$ cat config.mk
export PLATFORM = sky130hd
export DESIGN_NAME = pc_gen
export DESIGN_NICKNAME = d
export VERILOG_FILES = /design/src/rtl/pc_gen.sv
export SDC_FILE = /design/constraint.sdc
export NUM_CORES = 1
export LEC_CHECK = 0
export BUFFER_PORTS_ARGS = -buffer_cell sky130_fd_sc_hd__buf_2
export CORE_ASPECT_RATIO = 1.2
export CORE_MARGIN = 4
export CORE_UTILIZATION = 30
export CTS_BUF_LIST = sky130_fd_sc_hd__clkbuf_16
export CTS_CLUSTER_DIAMETER = 30
export DETAILED_ROUTE_END_ITERATION = 7
export PLACE_DENSITY = 0.53
export SETUP_SLACK_MARGIN = 0.02
export SYNTH_ARGS = -nofsm -noshare
export SYNTH_HDL_FRONTEND = slang
export SYNTH_SLANG_ARGS = --single-unit
$ cat constraint.sdc
create_clock -name clk -period 18.7 [get_ports clk]
set_input_delay 4.675 -clock clk [delete_from_list [all_inputs] [get_ports clk]]
set_output_delay 4.675 -clock clk [all_outputs]
set_load 0.02 [all_outputs]
$ cat src/rtl/pc_gen.sv
// Fetch PC generator: owns the fetch PC, issues bus requests, tracks in-flight fetches and drops killed responses.
// Define PCGEN_PERF_EN to add saturating redirect/kill performance counters.
module pc_gen #(
    parameter int              XLEN       = 64,
    parameter logic [XLEN-1:0] RESET_PC   = XLEN'(64'h8000_0000),
    parameter int              INST_BYTES = 4,
    parameter int              NREDIR     = 3,
    parameter int              MAX_OUTST  = 4
) (
    input  logic                       clk,
    input  logic                       reset,
    input  logic                       stall,
    input  logic [NREDIR-1:0]          redir_valid,
    input  logic [NREDIR*XLEN-1:0]     redir_target,
    output logic                       ireq_valid,
    output logic [XLEN-1:0]            ireq_addr,
    input  logic                       ireq_ready,
    input  logic                       iresp_valid,
    input  logic [31:0]                iresp_data,
    output logic                       inst_valid,
    output logic [XLEN-1:0]            inst_pc,
    output logic [31:0]                inst_data,
`ifdef PCGEN_PERF_EN
    output logic [$clog2(MAX_OUTST):0] outst_cnt,
    output logic [31:0]                perf_redir_cnt,
    output logic [31:0]                perf_kill_cnt
`else
    output logic [$clog2(MAX_OUTST):0] outst_cnt
`endif
);

    localparam int PW = $clog2(MAX_OUTST);
    localparam int CW = PW + 1;
    localparam int IW = (NREDIR > 1) ? $clog2(NREDIR) : 1;
    localparam logic [XLEN-1:0] ALIGN_MASK = ~XLEN'(INST_BYTES - 1);

    logic [XLEN-1:0]      r_pc;
    logic                 r_req_vld;
    logic [XLEN-1:0]      r_fifo_pc [MAX_OUTST];
    logic [MAX_OUTST-1:0] r_fifo_kill;
    logic [PW-1:0]        r_wptr;
    logic [PW-1:0]        r_rptr;
    logic [CW-1:0]        r_cnt;
    logic                 r_pend_vld;
    logic [XLEN-1:0]      r_pend_tgt;
    logic [IW-1:0]        r_pend_idx;

    logic                 w_r;
    logic [IW-1:0]        w_sel_idx;
    logic [XLEN-1:0]      w_sel_tgt;
    logic                 w_take;
    logic                 w_eff_vld;
    logic [XLEN-1:0]      w_eff_tgt;
    logic                 w_fire;
    logic                 w_pop;
    logic                 w_head_kill;
    logic [CW-1:0]        w_cnt_nxt;
    logic                 w_req_nxt;
    logic [XLEN-1:0]      w_pc_nxt;

    // Lowest-index asserted channel wins; scanning downward lets it overwrite the others.
    always_comb begin
        w_sel_idx = '0;
        w_sel_tgt = '0;
        for (int i = NREDIR - 1; i >= 0; i--) begin
            if (redir_valid[i]) begin
                w_sel_idx = IW'(i);
                w_sel_tgt = redir_target[i*XLEN +: XLEN] & ALIGN_MASK;
            end
        end
    end

    assign w_r         = |redir_valid;
    assign w_fire      = r_req_vld & ireq_ready;
    assign w_pop       = iresp_valid & (r_cnt != '0);
    assign w_head_kill = r_fifo_kill[r_rptr];

    // A new redirect displaces the pending one only when it is at least as urgent.
    assign w_take    = w_r & (~r_pend_vld | (w_sel_idx <= r_pend_idx));
    assign w_eff_vld = w_take | r_pend_vld;
    assign w_eff_tgt = w_take ? w_sel_tgt : r_pend_tgt;

    assign w_cnt_nxt = r_cnt + CW'(w_fire) - CW'(w_pop);
    assign w_req_nxt = (r_req_vld & ~w_fire) | (~stall & (w_cnt_nxt < CW'(MAX_OUTST)));

    always_comb begin
        w_pc_nxt = r_pc;
        if (w_fire) begin
            w_pc_nxt = w_eff_vld ? w_eff_tgt : r_pc + XLEN'(INST_BYTES);
        end else if (!r_req_vld && w_r) begin
            w_pc_nxt = w_sel_tgt;
        end
    end

    always_ff @(posedge clk) begin
        if (!reset) begin
            r_pc       <= RESET_PC;
            r_req_vld  <= 1'b0;
            r_wptr     <= '0;
            r_rptr     <= '0;
            r_cnt      <= '0;
            r_pend_vld <= 1'b0;
        end else begin
            r_pc      <= w_pc_nxt;
            r_req_vld <= w_req_nxt;
            r_cnt     <= w_cnt_nxt;
            if (w_fire) r_wptr <= r_wptr + 1'b1;
            if (w_pop)  r_rptr <= r_rptr + 1'b1;
            if (w_fire)
                r_pend_vld <= 1'b0;
            else if (r_req_vld && w_take)
                r_pend_vld <= 1'b1;
        end
    end

    // Payload storage: only meaningful while the matching control state says valid.
    always_ff @(posedge clk) begin
        if (r_req_vld && !w_fire && w_take) begin
            r_pend_tgt <= w_sel_tgt;
            r_pend_idx <= w_sel_idx;
        end
        if (w_r) r_fifo_kill <= '1;
        if (w_fire) begin
            r_fifo_pc[r_wptr]   <= r_pc;
            r_fifo_kill[r_wptr] <= w_eff_vld;
        end
    end

    assign ireq_valid = r_req_vld;
    assign ireq_addr  = r_pc;
    assign inst_valid = w_pop & ~w_head_kill & ~w_r;
    assign inst_pc    = r_fifo_pc[r_rptr];
    assign inst_data  = iresp_data;
    assign outst_cnt  = r_cnt;

`ifdef PCGEN_PERF_EN
    function automatic logic [31:0] sat_inc(input logic [31:0] v, input logic en);
        return (en && (v != 32'hFFFF_FFFF)) ? v + 32'd1 : v;
    endfunction

    always_ff @(posedge clk) begin
        if (!reset) begin
            perf_redir_cnt <= '0;
            perf_kill_cnt  <= '0;
        end else begin
            perf_redir_cnt <= sat_inc(perf_redir_cnt, w_r);
            perf_kill_cnt  <= sat_inc(perf_kill_cnt, w_pop & (w_head_kill | w_r));
        end
    end
`endif

endmodule

==> results of run 1 <==
-- layer usage --
metal  up-vias  share of wire [%]  GRT usage [%]
li1       5785                  -              -
met1      6374                 41           21.5
met2       487                 49           29.8
met3       127                6.5           3.97
met4         0                3.5           7.70
met5         -                  0              0
-- stage by stage --
stage               worst slack, ns  util [%]
finish                         7.76      39.3
global route                   7.66      39.3
CTS                            7.76      39.3
detailed placement             7.77      34.3
global placement               7.78      34.3
floorplan                      7.52         -
-- layout make-up --
| cell class | instances | share of cell area, % |
|---|---|---|
| tap | 735 | 4.07 |
| sequential | 389 | 48.3 |
| inverter | 16 | 0.266 |
| clock inverter | 64 | 3.26 |
| clock buffer | 87 | 9.64 |
| timing repair buffer | 352 | 8.14 |
| multi-input combinational | 777 | 26.3 |
-- final timing paths --
| check | start | endpoint | slack, ns |
|---|---|---|---|
| hold / removal | r_fifo_kill[3] | r_fifo_kill[3] | 0.47 |
| hold reg to reg | r_fifo_kill[3] | r_fifo_kill[3] | 0.47 |
| setup / recovery | redir_valid[1] | inst_valid | 7.76 |
| setup reg to reg | ireq_addr[15] | ireq_addr[47] | 15.21 |
-- placed cells by master, fill, tap and decap left out, types with 7 or more instances in the layout --
master	n
mux4_2	63
clkinvlp_4	13
buf_2	321
nor3_1	26
clkinv_1	9
buf_4	31
nand2_1	139
o21a_1	8
o221ai_1	24
nor2_1	38
ha_1	8
nor4_1	12
nand3_1	27
o22ai_1	13
clkinv_2	11
bufinv_16	14
o211a_1	7
o31a_1	8
dfxtp_1	75
clkbuf_16	87
a31oi_1	11
inv_1	26
edfxtp_1	312
o21ai_0	91
a22oi_1	74
xor2_1	15
a221oi_1	17
xnor2_1	27
nand4_1	17
mux2i_1	13
a21oi_1	33
-- flip-flops by register name, summed over array words and instances, names as in the netlist, 2 cells and up, named ones only --
signal       cells
r_fifo_pc      248
ireq_addr       62
r_pend_tgt      62
r_fifo_kill      4
outst_cnt        3
r_pend_idx       2
r_rptr           2
r_wptr           2
-- worst max-delay path, stage by stage --
cell and delay (ns):
buf_2 0.09, buf_4 0.33, or3_1 0.62, nor3_1 0.30, buf_2 0.22
-- cells by family after synthesis --
kind of cell	share of synthesized area [%]
DFF	62.4
AOI/OAI and AO/OA	13.0
and+or+nand+nor	8.77
buffers and inverters	3.90
muxes	9.06
xor gates and xnor gates	2.10
adders and majority gates	0.687
other	0.0215
-- power groups by stage --
stage	clock (mW)	combinational, mW	sequential [mW]
floorplan	0	0.393	1.16
global placement	0	0.623	1.17
detailed placement	0	0.628	1.17
CTS	1.53	0.630	1.16
global route	1.58	0.664	1.17
finish	1.50	0.618	1.15
==> flow_metrics.env, run 1 <==
export IMPL_setup_violations=0
export IMPL_die_y_um=272
export IMPL_worst_ep_required_time_ns=14.03
export IMPL_syn_avg_cell_area_um2=13.4
export IMPL_core_area_um2=57400
export IMPL_synth_ff_type="edfxtp_1"
export IMPL_clock_fmax_mhz=91.4
export IMPL_wl_per_cell_um=23.3
export IMPL_worstSetupPathType="in -> out"
export IMPL_clk_path_buf_depth=3
export IMPL_cp_arrival_ns=6.27
export IMPL_fin_total_pwr_mw=3.28
export IMPL_cts_hold_buf=0
export IMPL_cts_sinks=389
export IMPL_status="finished clean"
export IMPL_gp_congestion=0.807
export IMPL_seq_area_frac_synth_pct=62.4
export IMPL_crit_fanout=67
export IMPL_std_cell_rows=96
export IMPL_first_iter_violations=925
export IMPL_drive_gt1_share_pct=34.5
export IMPL_firstDrtPassIters=5
export IMPL_dp_cells=2269
export IMPL_clk_latency_ns=0.60
export IMPL_fin_crit_sh_pct=58.5
export IMPL_synth_edf_count=312
export IMPL_antenna_cells=0
export IMPL_max_cap_viol_count=0
export IMPL_cts_setup_buffers=0
export IMPL_synth_cell_types=68
export IMPL_startpoint_type="input pin"
export IMPL_antenna_found_initial=1
export IMPL_leakage_nw=8.19
export IMPL_yosysMostFrequentCell="edfxtp_1"
export IMPL_ys_warn_count=0
export IMPL_die_area_um2=62200
export IMPL_swShare_pct=29.0
export IMPL_cts_resized=0
export IMPL_grt_first_pass_wirelength_um=82700
export IMPL_fin_tns_setup_ns=0
export IMPL_finalHoldViolations=0
export IMPL_tightest_slew_ns=1.17
export IMPL_p_switching_mw=0.950
export IMPL_htreeDepth=3
export IMPL_end_kind="output port"
export IMPL_layout_area_overhead_vs_synth_pct=29.2
export IMPL_num_io_pins=397
export IMPL_fin_area_um2=22600
export IMPL_slew_violations=0
export IMPL_reg2reg_depth=6
export IMPL_vdd_drop_max_uv=61.2
export IMPL_synth_cell_area_um2=17500
export IMPL_yosysTopAreaCell="edfxtp_1"
export IMPL_final_nets=1859
export IMPL_max_slew_margin_pct=21.2
export IMPL_die_w_um=228
export IMPL_cts_buffers=82
export IMPL_power_frac_seq_pct=35.2
export IMPL_layoutNonFillerInstCount=2420
export IMPL_power_internal_mw=2.33
export IMPL_synth_cells=1304
export IMPL_ant_nets=0
export IMPL_io_buffers=322
export IMPL_seqCellArea_um2=10900
export IMPL_combPwrFrac_pct=18.9
export IMPL_cts_tree="yes"
export IMPL_multi_input_area_um2=5940
export IMPL_synthTopCellsByArea="edfxtp_1 54%, dfxtp_1 8.8%, mux4_2 8.1%"
export IMPL_clock_skew_final_ns=0.0225
export IMPL_drc=0
export IMPL_hold_path_depth=2
export IMPL_dp_hpwl_um=37000
export IMPL_cts_root_buf="clkbuf_16"
export IMPL_viasPerCell=5.28
export IMPL_drt_total_wl_um=56300
export IMPL_hold_class="reg -> reg"
export IMPL_synth_top_area_share_pct=53.6
export IMPL_period_needed_ns=10.94
export IMPL_clkPwrFrac_pct=45.9
export IMPL_gr_total_overflow=0
export IMPL_grt_pass1_vias=12979
export IMPL_rsz0062_at_grt="false"
export IMPL_powerDensity_nw_per_um2=145
export IMPL_synth_async_reset_ratio_pct=0
export IMPL_start_util_pct=30.4
export IMPL_fillers=5430
export IMPL_clkTransAtPathRegs_ns=0.04
export IMPL_vias=12773
export IMPL_placed_cell_area_um2=19700
export IMPL_gr_usage_all_layers_pct=17.6
export IMPL_whs_ns=0.468
export IMPL_yosys_register_bits=389
export IMPL_yosys_top_cells_count="312 x edfxtp_1, 139 x nand2_1, 93 x o21ai_0, 77 x dfxtp_1, 74 x a22oi_1"
export IMPL_grt_max_degree=94
Note: power is estimated with default switching activity, not from simulation.
==> run 2: changes to the inputs <==
--- a/config.mk
+++ b/config.mk
@@ -5,6 +5,7 @@
 export SDC_FILE = /design/constraint.sdc
 export NUM_CORES = 1
 export LEC_CHECK = 0
+export ABC_AREA = 1
 export BUFFER_PORTS_ARGS = -buffer_cell sky130_fd_sc_hd__buf_2
 export CORE_ASPECT_RATIO = 1.2
 export CORE_MARGIN = 4
@@ -12,7 +13,7 @@
 export CTS_BUF_LIST = sky130_fd_sc_hd__clkbuf_16
 export CTS_CLUSTER_DIAMETER = 30
 export DETAILED_ROUTE_END_ITERATION = 7
-export PLACE_DENSITY = 0.53
+export PLACE_DENSITY = 0.55
 export SETUP_SLACK_MARGIN = 0.02
 export SYNTH_ARGS = -nofsm -noshare
 export SYNTH_HDL_FRONTEND = slang
==> constraint.sdc (replaced) <==
create_clock -name clk -period 9.1 [get_ports clk]
set_input_delay 2.275 -clock clk [delete_from_list [all_inputs] [get_ports clk]]
set_output_delay 2.275 -clock clk [all_outputs]
set_load 0.02 [all_outputs]
==> flow_metrics.env, run 2 <==
export IMPL_status="finished clean"
export IMPL_antenna_found_initial=1
export IMPL_multi_input_area_um2=6940
export IMPL_cp_top_family="buffers and inverters"
export IMPL_cts_resized=0
export IMPL_gr_usage_all_layers_pct=18.4
export IMPL_slowest_stage="buf_4"
export IMPL_clock_fmax_mhz=168
export IMPL_layoutNonFillerInstCount=3364
export IMPL_gp_congestion=0.854
export IMPL_final_cell_mix="541 x nand2_1, 322 x buf_2, 312 x edfxtp_1"
export IMPL_worst_ep_required_time_ns=6.83
export IMPL_cp_depth=6
export IMPL_dp_hpwl_um=44500
export IMPL_core_area_um2=63400
export IMPL_slew_violations=0
export IMPL_viasPerCell=4.93
export IMPL_seq_area_frac_synth_pct=56.6
export IMPL_die_w_um=239
export IMPL_firstDrtPassIters=6
export IMPL_hold_class="reg -> reg"
export IMPL_io_buffers=322
export IMPL_ys_warn_count=0
export IMPL_tightest_slew_ns=1.11
export IMPL_fin_crit_sh_pct=65.4
export IMPL_whs_ns=0.466
export IMPL_largest_reg_flops=248
export IMPL_reg2reg_to="ireq_addr[32]"
export IMPL_synth_top_area_share_pct=48.6
export IMPL_synth_async_reset_ratio_pct=0
export IMPL_vias=16589
export IMPL_cts_buffers=79
export IMPL_synth_cell_types=45
export IMPL_cts_sinks=389
export IMPL_final_nets=2715
export IMPL_leakage_nw=9.58
export IMPL_final_common_cell="nand2_1"
export IMPL_clock_skew_final_ns=0.0200
export IMPL_cp_common_cell="buf_2"
export IMPL_grt_first_pass_wirelength_um=96000
export IMPL_cp_cell_sequence="buf_2 > buf_4 > nor2_1 > nand2_2 > a211oi_1 > buf_2"
export IMPL_finalHoldViolations=0
export IMPL_reg2reg_depth=9
export IMPL_cts_root_buf="clkbuf_16"
export IMPL_yosysTopAreaCell="edfxtp_1"
export IMPL_die_y_um=286
export IMPL_yosys_top_cells_count="541 x nand2_1, 312 x edfxtp_1, 265 x nor2_1, 214 x o21ai_0, 181 x inv_1"
export IMPL_regToRegSetupSlack_ns=5.88
export IMPL_synth_ff_type="edfxtp_1"
export IMPL_setup_violations=0
export IMPL_start_util_pct=30.4
export IMPL_first_iter_violations=1289
export IMPL_synth_cell_area_um2=19300
export IMPL_clkTransAtPathRegs_ns=0.05
export IMPL_syn_avg_cell_area_um2=8.83
export IMPL_cts_tree="yes"
export IMPL_end_kind="output port"
export IMPL_yosys_register_bits=389
export IMPL_dp_cells=3217
export IMPL_crit_end="inst_valid"
export IMPL_gr_total_overflow=0
export IMPL_wl_per_cell_um=19.5
export IMPL_synth_edf_count=312
export IMPL_std_cell_rows=101
export IMPL_clk_latency_ns=0.60
export IMPL_yosysMostFrequentCell="nand2_1"
export IMPL_max_cap_viol_count=0
export IMPL_crit_fanout=65
export IMPL_worstSetupPathType="in -> out"
export IMPL_grt_pass1_vias=15773
export IMPL_fillers=6401
export IMPL_drt_total_wl_um=65700
export IMPL_powerDensity_nw_per_um2=273
export IMPL_rsz0062_at_grt="false"
export IMPL_startpoint_type="input pin"
export IMPL_cts_hold_buf=0
export IMPL_cp_num_buf_inv=3
export IMPL_layout_area_overhead_vs_synth_pct=24.7
export IMPL_fin_tns_setup_ns=0
export IMPL_cp_arrival_ns=3.68
export IMPL_drive_gt1_share_pct=21.3
export IMPL_synth_cells=2185
export IMPL_period_needed_ns=5.95
export IMPL_max_slew_margin_pct=26.2
export IMPL_seqCellArea_um2=10900
export IMPL_clk_path_buf_depth=3
export IMPL_largest_register="r_fifo_pc"
export IMPL_vdd_drop_max_uv=142
export IMPL_reg2reg_from="r_pend_vld"
export IMPL_crit_start="redir_valid[0]"
export IMPL_synthTopCellsByArea="edfxtp_1 49%, nand2_1 11%, dfxtp_1 8.0%"
export IMPL_die_area_um2=68400
export IMPL_num_io_pins=397
export IMPL_slowest_delay_ns=0.62
export IMPL_antenna_cells=0
export IMPL_drc=0
export IMPL_htreeDepth=3
export IMPL_grt_max_degree=79
export IMPL_cts_setup_buffers=0
export IMPL_ant_nets=0
## run 2: cell count changes in the layout (fill, tap and decap cells not counted), moves of 15 or more
cell | previous run | this run
a22oi_1 | 74 | 0
o22ai_1 | 13 | 71
inv_1 | 26 | 190
a21oi_1 | 33 | 123
xnor2_1 | 27 | 1
o221ai_1 | 24 | 0
nand3_1 | 27 | 103
nand2_1 | 139 | 541
nor2_1 | 38 | 260
mux4_2 | 63 | 0
o21bai_1 | 0 | 15
nor2_4 | 0 | 16
nor3_1 | 26 | 0
o21ai_0 | 91 | 214
## run 2: cell type report
class / count / share of cell area (%)
Timing Repair Buffer: 350 / 7.58
Multi-Input combinational cell: 1466 / 28.9
Clock buffer: 82 / 8.53
Sequential cell: 389 / 45.4
Tap cell: 824 / 4.29
Clock inverter: 65 / 2.39
Inverter: 188 / 2.95
## run 2: tightest hold or removal path: cells and delay by family, from the launching register on
kind / cells / cell delay (ns)
AO/OA/AOI/OAI: 1 / 0.05
AND/OR/NAND/NOR: 1 / 0.06
flip-flops: 1 / 0.30
## run 2: worst min-delay path by stage
stage	depth (start not counted)	to	startpoint	slack (ns)
2_1_floorplan	2	r_fifo_kill[1]	r_fifo_kill[1]	0.44
3_3_place_gp	2	r_fifo_kill[1]	r_fifo_kill[1]	0.46
3_5_place_dp	2	r_fifo_kill[1]	r_fifo_kill[1]	0.45
4_1_cts	2	ireq_addr[37]	ireq_addr[37]	0.47
5_1_grt	2	ireq_addr[37]	ireq_addr[37]	0.49
6_report	2	ireq_addr[37]	ireq_addr[37]	0.47
## run 2: cell families after synthesis
kind of cell / synth area share (%)
AO/OA/AOI/OAI: 13.8
buffers and inverters: 7.79
other: 0.0194
flip-flops: 56.6
XOR/XNOR: 0.227
adder cells (fa/ha/maj): 0.623
AND/OR/NAND/NOR: 21.0
## run 2: report_power, final
part	total [mW]	switching, mW	internal (mW)
Combinational	1.41	0.989	0.418
Sequential	2.35	0.208	2.14
Clock	2.81	0.946	1.86
Total	6.56	2.14	4.42
## run 2: metrics by stage
step / setup WS [ns] / utilization, % / power [mW] / cell area (µm²)
5_1_grt: 2.95 / 37.9 / 6.85 / 24000
2_1_floorplan: 2.07 / - / 3.22 / 19300
3_3_place_gp: 2.70 / 33.8 / 3.78 / 21400
6_report: 3.15 / 37.9 / 6.56 / 24000
4_1_cts: 3.12 / 37.9 / 6.62 / 24000
3_5_place_dp: 2.61 / 33.8 / 3.80 / 21400
## run 2: per-layer routing
metal  GRT usage [%]  vias up  part of all wire [%]
li1                -     7974                     -
met1            23.6     7842                    42
met2            30.5      645                    48
met3            3.57      126                   6.6
met4            7.52        2                   3.6
met5               0        -                 0.020
